[config.mk]
export PLATFORM = sky130hd
export DESIGN_NAME = tiktak_scoreboard
export DESIGN_NICKNAME = d
export VERILOG_FILES = /design/src/rtl/tiktak_scoreboard.sv
export SDC_FILE = /design/constraint.sdc
export NUM_CORES = 1
export LEC_CHECK = 0
export CORE_MARGIN = 2
export CORE_UTILIZATION = 53
export CTS_CLUSTER_DIAMETER = 120
export DETAILED_ROUTE_END_ITERATION = 8
export PLACE_DENSITY = 0.84
export SETUP_SLACK_MARGIN = 0.05
export SLEW_MARGIN = 20
export SYNTH_ARGS = -nofsm -noshare
export SYNTH_HDL_FRONTEND = slang
export SYNTH_SLANG_ARGS = --single-unit
[constraint.sdc]
create_clock -name clk -period 2.7 [get_ports clk]
set_clock_uncertainty 0.15 [all_clocks]
set_input_delay 0.81 -clock clk [delete_from_list [all_inputs] [get_ports clk]]
set_output_delay 0.81 -clock clk [all_outputs]
set_load 0.02 [all_outputs]
[src/rtl/tiktak_scoreboard.sv]
// Match scoreboard for the tik-tak game FSM: it counts wins, draws and fouls, and restarts rounds through game_rst_n.
// Optional build macro TIKTAK_FOUL_PENALTY_EN: a single foul also awards a point to the opponent.
module tiktak_scoreboard #(
    parameter int WIN_TARGET     = 3,
    parameter int RESTART_CYCLES = 2
) (
    input  logic       clk,
    input  logic       resetn,
    input  logic       match_start,
    input  logic       p1,
    input  logic       p2,
    input  logic       ilg1,
    input  logic       ilg2,
    input  logic       nospace,
    output logic       game_rst_n,
    output logic [3:0] score1,
    output logic [3:0] score2,
    output logic [3:0] draws,
    output logic [3:0] fouls1,
    output logic [3:0] fouls2,
    output logic       round_done,
    output logic       match_done,
    output logic [1:0] winner
);

    // state   | meaning
    // IDLE    | after reset, waiting for match_start, game held in reset
    // RESTART | game held in reset for RESTART_CYCLES cycles between rounds
    // PLAY    | game running, first status event ends the round
    // DONE    | a player reached WIN_TARGET, waiting for match_start
    localparam logic [1:0] S_IDLE    = 2'd0;
    localparam logic [1:0] S_RESTART = 2'd1;
    localparam logic [1:0] S_PLAY    = 2'd2;
    localparam logic [1:0] S_DONE    = 2'd3;

    localparam logic [3:0] WIN_T    = 4'(WIN_TARGET);
    localparam logic [3:0] RST_LOAD = 4'(RESTART_CYCLES - 1);

    localparam logic [1:0] WIN_NONE = 2'b00;
    localparam logic [1:0] WIN_P1   = 2'b01;
    localparam logic [1:0] WIN_P2   = 2'b10;

    logic [1:0] state, state_nxt;
    logic [3:0] rst_cnt, rst_cnt_nxt;
    logic [3:0] score1_nxt, score2_nxt, draws_nxt, fouls1_nxt, fouls2_nxt;
    logic [1:0] winner_nxt;
    logic       round_done_nxt;
    logic       resolved;

    // Bit order: {nospace, ilg2, ilg1, p2, p1}. stat_q is the single capture
    // stage; stat_d is its previous value, used only for rise detection.
    logic [4:0] stat_q, stat_d, ev;
    logic       ev_p1, ev_p2, ev_i1, ev_i2, ev_ns;

    assign ev    = stat_q & ~stat_d;
    assign ev_p1 = ev[0];
    assign ev_p2 = ev[1];
    assign ev_i1 = ev[2];
    assign ev_i2 = ev[3];
    assign ev_ns = ev[4];

    assign game_rst_n = (state == S_PLAY);
    assign match_done = (state == S_DONE);

    function automatic logic [3:0] sat_inc(input logic [3:0] v);
        return (v == 4'hF) ? v : v + 4'd1;
    endfunction

    always_ff @(posedge clk or negedge resetn) begin
        if (!resetn) begin
            stat_q <= '0;
            stat_d <= '0;
        end else begin
            stat_q <= {nospace, ilg2, ilg1, p2, p1};
            stat_d <= stat_q;
        end
    end

    always_comb begin
        state_nxt      = state;
        rst_cnt_nxt    = rst_cnt;
        score1_nxt     = score1;
        score2_nxt     = score2;
        draws_nxt      = draws;
        fouls1_nxt     = fouls1;
        fouls2_nxt     = fouls2;
        winner_nxt     = winner;
        round_done_nxt = 1'b0;
        resolved       = 1'b0;

        if (match_start) begin
            state_nxt   = S_RESTART;
            rst_cnt_nxt = RST_LOAD;
            score1_nxt  = '0;
            score2_nxt  = '0;
            draws_nxt   = '0;
            fouls1_nxt  = '0;
            fouls2_nxt  = '0;
            winner_nxt  = WIN_NONE;
        end else begin
            case (state)
                S_RESTART: begin
                    if (rst_cnt == 4'd0) begin
                        state_nxt = S_PLAY;
                    end else begin
                        rst_cnt_nxt = rst_cnt - 4'd1;
                    end
                end
                S_PLAY: begin
                    if (ev_p1 && ev_p2) begin
                        draws_nxt = sat_inc(draws);
                        resolved  = 1'b1;
                    end else if (ev_p1) begin
                        score1_nxt = sat_inc(score1);
                        resolved   = 1'b1;
                    end else if (ev_p2) begin
                        score2_nxt = sat_inc(score2);
                        resolved   = 1'b1;
                    end else if (ev_ns) begin
                        draws_nxt = sat_inc(draws);
                        resolved  = 1'b1;
                    end else if (ev_i1 && ev_i2) begin
                        fouls1_nxt = sat_inc(fouls1);
                        fouls2_nxt = sat_inc(fouls2);
                        resolved   = 1'b1;
                    end else if (ev_i1) begin
                        fouls1_nxt = sat_inc(fouls1);
`ifdef TIKTAK_FOUL_PENALTY_EN
                        score2_nxt = sat_inc(score2);
`endif
                        resolved   = 1'b1;
                    end else if (ev_i2) begin
                        fouls2_nxt = sat_inc(fouls2);
`ifdef TIKTAK_FOUL_PENALTY_EN
                        score1_nxt = sat_inc(score1);
`endif
                        resolved   = 1'b1;
                    end

                    if (resolved) begin
                        round_done_nxt = 1'b1;
                        if (score1_nxt >= WIN_T) begin
                            state_nxt  = S_DONE;
                            winner_nxt = WIN_P1;
                        end else if (score2_nxt >= WIN_T) begin
                            state_nxt  = S_DONE;
                            winner_nxt = WIN_P2;
                        end else begin
                            state_nxt   = S_RESTART;
                            rst_cnt_nxt = RST_LOAD;
                        end
                    end
                end
                default: begin
                    // IDLE and DONE only leave on match_start.
                end
            endcase
        end
    end

    always_ff @(posedge clk or negedge resetn) begin
        if (!resetn) begin
            state      <= S_IDLE;
            rst_cnt    <= '0;
            score1     <= '0;
            score2     <= '0;
            draws      <= '0;
            fouls1     <= '0;
            fouls2     <= '0;
            winner     <= WIN_NONE;
            round_done <= 1'b0;
        end else begin
            state      <= state_nxt;
            rst_cnt    <= rst_cnt_nxt;
            score1     <= score1_nxt;
            score2     <= score2_nxt;
            draws      <= draws_nxt;
            fouls1     <= fouls1_nxt;
            fouls2     <= fouls2_nxt;
            winner     <= winner_nxt;
            round_done <= round_done_nxt;
        end
    end

endmodule

==> results by group <==
Finish
  • Synth-to-Final Area Change: 23.19%
  • Layout cells sized above 1: 11.84%
  • Nets: 242
  • # diodes: 0
  • Finished Core Util: 67.32%
  • Final Instance Area: 2446 um2

Setup path
  • Startpoint Class: flip-flop
  • R2r startpoint: state[0]
  • Worst Setup End Kind: primary output
  • Setup CP Type: flip-flop to primary output
  • CP required: 1.74 ns
  • CP Max Fanout: 6
  • Worst reg2reg path endpoint: fouls1[1]
  • Reg2reg setup slack: between 0.4 and 0.5 ns
  • R2R cell count: 6
  • Worst EP arrival: 1.60 ns

Clock network
  • Clock Pin Slew Worst Setup and Hold Paths: 0.07 ns
  • Clock Path Buffers: 2
  • Worst skew pair latency: between 0.2 and 0.3 ns
  • CTS resizes: 0
  • CTS tree: built
  • CTS H-tree depth: 2
  • Clock Root Buffer: clkbuf_8
  • # hold bufs at CTS: 0
  • # clock sinks: 39
  • Postcts setup bufs: 0
  • CTS Buf Count: 5

Placement
  • Final GP Congestion: 0.8592
  • Post-DP Area: 2365 um2
  • I/O Buffers: 32
  • Hpwl dp: 2898 um

Power and ir drop
  • Peak VDD IR: 0.4595 mV
  • Pwr dens: 564.0 nW/um2
  • LEAKAGE: 0.9941 nW

Synthesis
  • Synth Cell Area: 1986 um2
  • Post-synthesis sequential area ratio: between 40% and 50%
  • Synth top cells by count: dfrtp_1 (39), nor2_1 (23), a21oi_1 (12)
  • Post-synthesis cell type count: 40
  • Syn Nets: 203
  • Area share of the largest cell type after synthesis: 49.15%
  • Most frequent cell after synthesis: dfrtp_1
  • Top_reg_cell synth: dfrtp_1
  • Mean Syn Cell Area: 10.56 um2
  • Synth area leaders: dfrtp_1 (49%), ha_1 (4.4%), nor2_1 (4.3%)
  • Area leader, netlist: dfrtp_1
  • Async set-reset flop share out of synthesis: 100.0%
  • FF+latch count, synth: 39
  • Yosys warns: 0
  • Post-synth EDFFs: 0
  • Synth Instances: 188

Die
  • Core Region: 3633 um2
  • Die width: around 65 um
  • Die height: about 65 um
  • Starting density of the core: 54.65%
  • Boundary pin count: 33
  • Rows: 22
  • Die area: 4252 um2

Global routing
  • First-pass GRT wire length: 6851 um
  • Global route overflow: 0
  • All-Layer GR Usage: 20.63%
  • Vias in the first global route: 1515
  • Largest net degree at the start of global routing: 17
  • Number of antenna violations at the first check in global routing: 0

STA
  • Rel. slew slack: a little over three fifths
  • Setup TNS: 0 ns
  • Tmin final: approximately 2.6 ns
  • FMAX: 390.4 MHz
  • Final setup viols: 0
  • Final hold vios: 0
  • Unrepaired setup endpoints after global routing: no
  • Slew Limit Fails: 0
  • Period utilization: 94.87%
  • Worst slew pin tran: 0.5488 ns

Routing
  • Antenna-violating nets left: 0
  • WL per Instance: between 10 and 15 um
  • Initial DRC count: 81
  • DRT Wirelength: 3853 um
  • DRT Pass-1 Iters: 5
  • Drt via density: 5.641
  • Vias: 1557
  • DRC errors left: 0

Run status
  • Status: completed

Worst hold path
  • HP Start: stat_q[4]
  • Worst hold endpoint: stat_d[4]
  • Hold/Removal Path Class: flip-flop to flip-flop
  • Hold path depth: 0

Run
  • Max Cap Viol: 0
-- worst max-delay path: stages (launching register included) --
cell	delay, ns
dfrtp_1	0.43
nand2b_1	0.19
inv_1	0.10
clkdlybuf4s50_1	0.60
-- worst max path at each step --
stage	start	end	slack, ns	cells past startpoint
global placement	match_start	winner[0]	0.38	3
floorplan	state[0]	fouls1[1]	0.61	7
finish	state[0]	game_rst_n	0.14	3
detailed placement	match_start	winner[0]	0.36	3
CTS	state[0]	game_rst_n	0.13	3
global route	state[0]	game_rst_n	0.07	3
-- report_power, final --
group | leakage [nW] | internal [W] | switching (W)
registers | 0.512 | 0.000634 | 0.0000563
clock network | 0.0422 | 0.000181 | 0.000186
logic | 0.440 | 0.000150 | 0.000172
-- metrics by stage --
step / hold slack [ns] / setup WS (ns) / std cells / total power [W]
CTS: 0.2209 / 0.1345 / 276 / 0.001391
finish: 0.2182 / 0.1384 / 276 / 0.001380
global route: 0.2269 / 0.06697 / 276 / 0.001460
floorplan: 0.1978 / 0.6105 / 188 / 0.0009224
global placement: 0.2105 / 0.3820 / 268 / 0.001005
detailed placement: 0.2042 / 0.3568 / 268 / 0.001020
-- metal layers --
layer	share of wire [%]	vias up	wire length, um	GRT usage (%)
met5	0	-	0	0
met1	47	757	1794	27.65
met4	0.86	0	33	6.510
li1	-	759	-	-
met3	3.9	4	152	4.452
met2	49	37	1873	33.55
-- logic make-up after synthesis --
kind of cell,after synthesis,share of synthesized area [%]
buffers and inverters,11,2.835
adder cells (fa/ha/maj),7,4.411
AND/OR/NAND/NOR,85,25.58
flip-flops,39,49.15
multiplexers,6,3.088
XOR/XNOR,9,3.970
AO/OA/AOI/OAI,31,10.96
-- layout by cell type, fill, tap and decap left out, drive strengths merged, types with 2 or more instances in the layout --
master and instances:
nor2 23, a21oi 12, ha 7, nor4b 2, a311oi 3, mux2i 5, xor2 2, nor4 3
and4 2, nand3 10, nand3b 2, and3 2, xnor2 7, and4b 2, clkdlybuf4s50 31, nand4 3
nor3 8, inv 6, buf 6, a211oi 6, a31oi 2, clkbuf 7, dfrtp 39, and2 2
o32ai 2, nor2b 5, nand2b 7, nand2 11
-- flip-flops by register name, indices dropped and copies added (netlist names) --
signal and flops:
winner 2, stat_d 5, state 2, fouls2 4
draws 4, stat_q 5, round_done 1, score1 4
rst_cnt 4, score2 4, fouls1 4
-- cell type report --
cell class	count	area (um2)
inverters	6	22.52
multi-input cells	138	953.4
fillers	296	1187
clock inverters	1	5.005
clock buffers	7	76.32
flip-flops and latches	39	975.9
repair buffers	37	352.8
well taps	48	60.06
No activity file was read; power rests on OpenSTA's default activity.
